===== src/rtl/mul_seq_pkg.sv =====
// Shared types and sizing helpers for the sequential shift-add multiplier.
// The MUL_SEQ_EARLY_EXIT_EN option lives in mul_seq.sv.
package mul_seq_pkg;

  typedef enum logic [1:0] {
    IDLE,
    CALC,
    FIN
  } state_t;

  localparam int DEF_WIDTH = 8;

  function automatic int cnt_w(input int w);
    return $clog2(w);
  endfunction

endpackage


===== src/rtl/cond_neg.sv =====
// Conditional two's-complement negation: y = neg ? -x : x.
// Used for operand magnitudes and for re-applying the product sign.
module cond_neg #(
  parameter int W = 8
) (
  input  logic [W-1:0] x,
  input  logic         neg,
  output logic [W-1:0] y
);

  assign y = neg ? (~x + W'(1)) : x;

endmodule


===== src/rtl/mul_seq.sv =====
// Sequential radix-2 shift-add multiplier, unsigned or signed per operation.
// Define MUL_SEQ_EARLY_EXIT_EN to stop once the remaining multiplier is zero.
module mul_seq
  import mul_seq_pkg::*;
#(
  parameter int WIDTH = DEF_WIDTH
) (
  input  logic               clk,
  input  logic               rst_n,
  input  logic               start,
  input  logic [WIDTH-1:0]   a,
  input  logic [WIDTH-1:0]   b,
  input  logic               signed_mode,
  output logic               busy,
  output logic               done,
  output logic [2*WIDTH-1:0] p
);

  localparam int CW = cnt_w(WIDTH);
  localparam logic [CW-1:0] CNT_LAST = CW'(WIDTH - 1);

  state_t state, state_nx;

  logic [WIDTH-1:0]   a_mag;
  logic [WIDTH-1:0]   b_mag;
  logic [WIDTH-1:0]   mplier;
  logic [2*WIDTH-1:0] mcand;
  logic [2*WIDTH-1:0] acc;
  logic [2*WIDTH-1:0] res;
  logic [CW-1:0]      cnt;
  logic               neg_flag;
  logic               last;

  cond_neg #(.W(WIDTH)) u_neg_a (
    .x   (a),
    .neg (signed_mode & a[WIDTH-1]),
    .y   (a_mag)
  );

  cond_neg #(.W(WIDTH)) u_neg_b (
    .x   (b),
    .neg (signed_mode & b[WIDTH-1]),
    .y   (b_mag)
  );

  cond_neg #(.W(2*WIDTH)) u_neg_p (
    .x   (acc),
    .neg (neg_flag),
    .y   (res)
  );

`ifdef MUL_SEQ_EARLY_EXIT_EN
  // mplier[W-1:1] is what remains after this edge's shift
  assign last = (cnt == CNT_LAST) || (mplier[WIDTH-1:1] == '0);
`else
  assign last = (cnt == CNT_LAST);
`endif

  assign busy = (state != IDLE);

  always_ff @(posedge clk or negedge rst_n) begin
    if (!rst_n) state <= IDLE;
    else        state <= state_nx;
  end

  always_comb begin
    state_nx = state;
    unique case (state)
      IDLE:    if (start) state_nx = CALC;
      CALC:    if (last)  state_nx = FIN;
      FIN:     state_nx = IDLE;
      default: state_nx = IDLE;
    endcase
  end

  always_ff @(posedge clk or negedge rst_n) begin
    if (!rst_n) begin
      acc      <= '0;
      mcand    <= '0;
      mplier   <= '0;
      cnt      <= '0;
      neg_flag <= 1'b0;
      p        <= '0;
      done     <= 1'b0;
    end else begin
      done <= 1'b0;
      unique case (state)
        IDLE: begin
          if (start) begin
            acc      <= '0;
            mcand    <= {{WIDTH{1'b0}}, a_mag};
            mplier   <= b_mag;
            cnt      <= '0;
            neg_flag <= signed_mode & (a[WIDTH-1] ^ b[WIDTH-1]);
          end
        end
        CALC: begin
          acc    <= acc + (mplier[0] ? mcand : '0);
          mcand  <= mcand << 1;
          mplier <= mplier >> 1;
          cnt    <= cnt + CW'(1);
        end
        FIN: begin
          p    <= res;
          done <= 1'b1;
        end
        default: ;
      endcase
    end
  end

endmodule


===== config.mk =====
export PLATFORM = sky130hd
export DESIGN_NAME = mul_seq
export DESIGN_NICKNAME = d
export VERILOG_FILES = /design/src/rtl/mul_seq_pkg.sv /design/src/rtl/cond_neg.sv /design/src/rtl/mul_seq.sv
export SDC_FILE = /design/constraint.sdc
export NUM_CORES = 1
export LEC_CHECK = 0
export BUFFER_PORTS_ARGS = -buffer_cell sky130_fd_sc_hd__buf_2
export CAP_MARGIN = 10
export CORE_MARGIN = 2
export CORE_UTILIZATION = 50
export DETAILED_ROUTE_END_ITERATION = 16
export PLACE_DENSITY = 0.72
export SETUP_SLACK_MARGIN = 0.05
export SKIP_CTS_REPAIR_TIMING = 1
export SYNTH_ARGS = -nofsm -noshare
export SYNTH_HDL_FRONTEND = slang
export SYNTH_SLANG_ARGS = --single-unit
export TNS_END_PERCENT = 5

===== constraint.sdc =====
create_clock -name clk -period 2.5 [get_ports clk]
set_input_delay 0.5 -clock clk [delete_from_list [all_inputs] [get_ports clk]]
set_output_delay 0.5 -clock clk [all_outputs]
set_load 0.01 [all_outputs]

==> results.tsv <==
metric	value	unit
number_of_placed_instances_taps_included	562	
clock_sink_count	63	
p_clk_share	14.7	%
rsz0062_at_grt	yes	
cp_max_fo	6	
cp_slowest_cell	dfrtp_2	
sequential_share_of_the_synthesized_area	42.06	%
synth-adder-area-share	7.210	%
synth_top_family_by_area	compound AO/OA/AOI/OAI gates	
crit_path_start_kind	register	
critPathKind	register to register	
synth-edff-count	0	
intPower	3.097	mW
power_switching_share	41.63	%
synth_simple_gate_area_share	17.89	%
ir_drop	562.2	uV
dieHeight	90.59	microns
drv_cap	0	
finalWirelength	8.094	mm
drt_pass1_iterations	4	
die_footprint	8206	sq um
cp.arrival	2740	ps
synth_xor_area_share	8.178	%
vias	3166	
port_buffers	37	
syn-num-nets	464	
die_wd	90.59	microns
tcrit_tclk_final	100.7	%
drt_drc_violations_left	0	
power.share.combinational	50.1	%
run_status	finished, violations left	
yosys.cell_types.count	43	
ctsLongestPathBuffers	2	
final_critical_delay_including_setup_and_external_delays	2517	ps
grt_max_degree	64	
netlist.area_leader.share	42.06	%
worstHoldPathType	input port to async pin	
initial_core_util	51.68	%
vias_in_the_first_global_route	3127	
synth_top_area_cell	dfrtp_1	
num-fill-cells	619	
post_synth_mux_area_share	1.335	%
layout.cell_area.non_filler	4458	sq um
grt_usage	20.32	%
dp.final_hpwl	5.756	mm
detail-route-antenna-nets	0	
placementRows	31	
post_drt_wl_per_cell	13.88	microns
residual_overflow_from_global_routing	0	
tritoncts	done	
core-area	7253	sq um
worst-endpoint-required	2730	ps
postSynth.topFlopCell	dfrtp_1	
detailed_place.area	4177	sq um
ys_top_cells_by_count	74 x nand2_1, 64 x o21ai_0, 63 x dfrtp_1	
final-setup-viol-count	1	
finalHoldViolCount	0	
avgSynthCellArea	8.862	sq um
leakage	2.039	nW
fmax	397.2	MHz
power.share.sequential	35.2	%
yosysWarningCount	0	
cts-buffers-inserted	9	
synthesis.instances	423	
netlist_top_cells_area	dfrtp_1 42%, o21ai_0 8.5%, nand2_1 7.4%	
later_pin_clock_latency_in_the_skew_report	340	ps
power_density	1190	nW/um^2
syn_to_final_growth	18.93	%
crit_path_cell_trace	buf_6, and2_4, ha_4, a21oi_4, o21ai_2, and2_1, o41a_1, or3_1, a32o_1	
weighted_congestion_at_the_end_of_routability_driven_global_placement	0.8913	
layout.nets	520	
netlist_area	3749	sq um
first_iter_violations	186	
worst_setup_margin	-17.38	ps
grt_antenna_before_repair	0	
timing_worst_slew_pin_value	994.8	ps
synthArstFlopShare	100.0	%
h_tree_level_count	3	
failing_checks	negative setup slack	
postSynthRegisterBits	63	
number_of_diodes	0	
finalPower	5.306	mW
ioPinCount	38	
fin_worst_skew	8.979	ps
crit_path_max_incr_delay	450	ps
dp_slack	3.122	ps
cts.root.buffer_cell	clkbuf_8	
yosysMostFrequentCell	nand2_1	
crit_path_end_kind	register	
drt-vias-per-instance	5.431	
synth_compound_gate_area_share	20.43	%
max_slew_margin	33.68	%
post_layout_nonfiller_instances	583	
clkSlewWorstSetupHoldPaths	70	ps
global_route_wire_length_before_repair	13.55	mm
final-max-slew-violation-count	0	
drive_gt1_share	20.04	%
net-switching-power	2.209	mW
worst paths after layout:
| kind | endpoint | depth (start not counted) | start | slack (ps) |
|---|---|---|---|---|
| worst min-delay path | p[13]$_DFFE_PN0P_ | 2 | rst_n | 310 |
| worst max register to register | acc[14]$_DFFE_PN0P_ | 9 | mplier[0]$_DFFE_PN0P_ | -20 |
| worst min register to register | p[3]$_DFFE_PN0P_ | 2 | p[3]$_DFFE_PN0P_ | 470 |
| min in group clk | mcand[7]$_DFFE_PN0P_ | 3 | a[7] | 430 |
| max in group asynchronous | mplier[0]$_DFFE_PN0P_ | 2 | rst_n | 1600 |
| worst max-delay path | acc[14]$_DFFE_PN0P_ | 9 | mplier[0]$_DFFE_PN0P_ | -20 |
state kept, by name (all words and copies together), names as in the netlist:
| register | cells |
|---|---|
| mplier | 8 |
| state | 2 |
| cnt | 3 |
| done | 1 |
| neg_flag | 1 |
| p | 16 |
| acc | 16 |
| mcand | 16 |
logic make-up (layout without fill, tap and decap cells):
logic type	Yosys count	after routing
simple gates	145	145
buf+inv	29	90
compound gates	125	125
fa+ha+maj	21	21
flops	63	63
xor+xnor	35	35
mux	5	5
metal layers:
layer / vias to the layer above / share of wire [%] / track usage (%)
li1: 1593 / - / -
met1: 1489 / 45 / 23.96
met2: 76 / 50 / 35.39
met3: 8 / 4.2 / 4.341
met4: 0 / 1.4 / 9.231
met5: - / 0 / 0
worst max-delay path: cells and delay by family (launching register included):
family,cells,cell delay (ps)
fa+ha+maj,1,270
simple gates,3,620
buf+inv,1,140
flops,1,450
compound gates,4,930
cell usage in the layout, fill, tap and decap left out, types with 2 or more instances in the layout:
| cell type | synthesis | layout |
|---|---|---|
| clkbuf_1 | 16 | 5 |
| nand2_1 | 74 | 74 |
| buf_4 | 0 | 23 |
| a21oi_2 | 1 | 4 |
| a21o_1 | 2 | 2 |
| mux2i_1 | 5 | 5 |
| o31ai_1 | 5 | 5 |
| o211ai_1 | 4 | 4 |
| or3_1 | 3 | 3 |
| a21oi_1 | 16 | 12 |
| o21ai_1 | 3 | 4 |
| nand3_1 | 12 | 12 |
| a211oi_1 | 2 | 2 |
| nor3_1 | 6 | 6 |
| nor2b_1 | 4 | 2 |
| a31oi_1 | 3 | 3 |
| and3_1 | 3 | 3 |
| xor2_1 | 14 | 14 |
| inv_1 | 12 | 11 |
| a22oi_1 | 13 | 13 |
| o21a_1 | 3 | 3 |
| ha_4 | 0 | 3 |
| ha_2 | 0 | 2 |
| buf_2 | 0 | 38 |
| and2_1 | 16 | 14 |
| o21ai_0 | 64 | 62 |
| ha_1 | 20 | 15 |
| or4_1 | 2 | 2 |
| clkbuf_8 | 0 | 11 |
| nor2b_2 | 0 | 2 |
| nor2_1 | 16 | 16 |
| and2_4 | 0 | 2 |
| nand2b_1 | 5 | 5 |
| xnor2_1 | 21 | 21 |
| dfrtp_1 | 63 | 62 |
power groups by stage:
stage          sequential (mW)  clock (mW)  combinational (mW)
2_1_floorplan             1.84           0                1.76
3_3_place_gp              1.85           0                2.44
3_5_place_dp              1.88           0                2.51
4_1_cts                   1.86       0.798                2.52
5_1_grt                   1.94       0.855                3.00
6_report                  1.87       0.780                2.66
metrics by stage:
stage / hold WS, ps / TNS (ps) / util, %
CTS: 348.3 / -18.03 / 59.93
finish: 307.9 / -17.38 / 61.46
global placement: 456.1 / 0 / 57.58
global route: 391.0 / -88.70 / 61.46
detailed placement: 468.5 / 0 / 57.58
floorplan: 204.4 / 0 / -
layout make-up:
cell class / count / area, sq um / area share [%]
Clock buffer: 16 / 170.2 / 3.817
Inverter: 12 / 45.04 / 1.010
Multi-Input combinational cell: 331 / 2167 / 48.61
Sequential cell: 63 / 1578 / 35.39
Tap cell: 99 / 123.9 / 2.779
Timing Repair Buffer: 62 / 374.1 / 8.392
No activity file was read; power rests on OpenSTA's default activity.
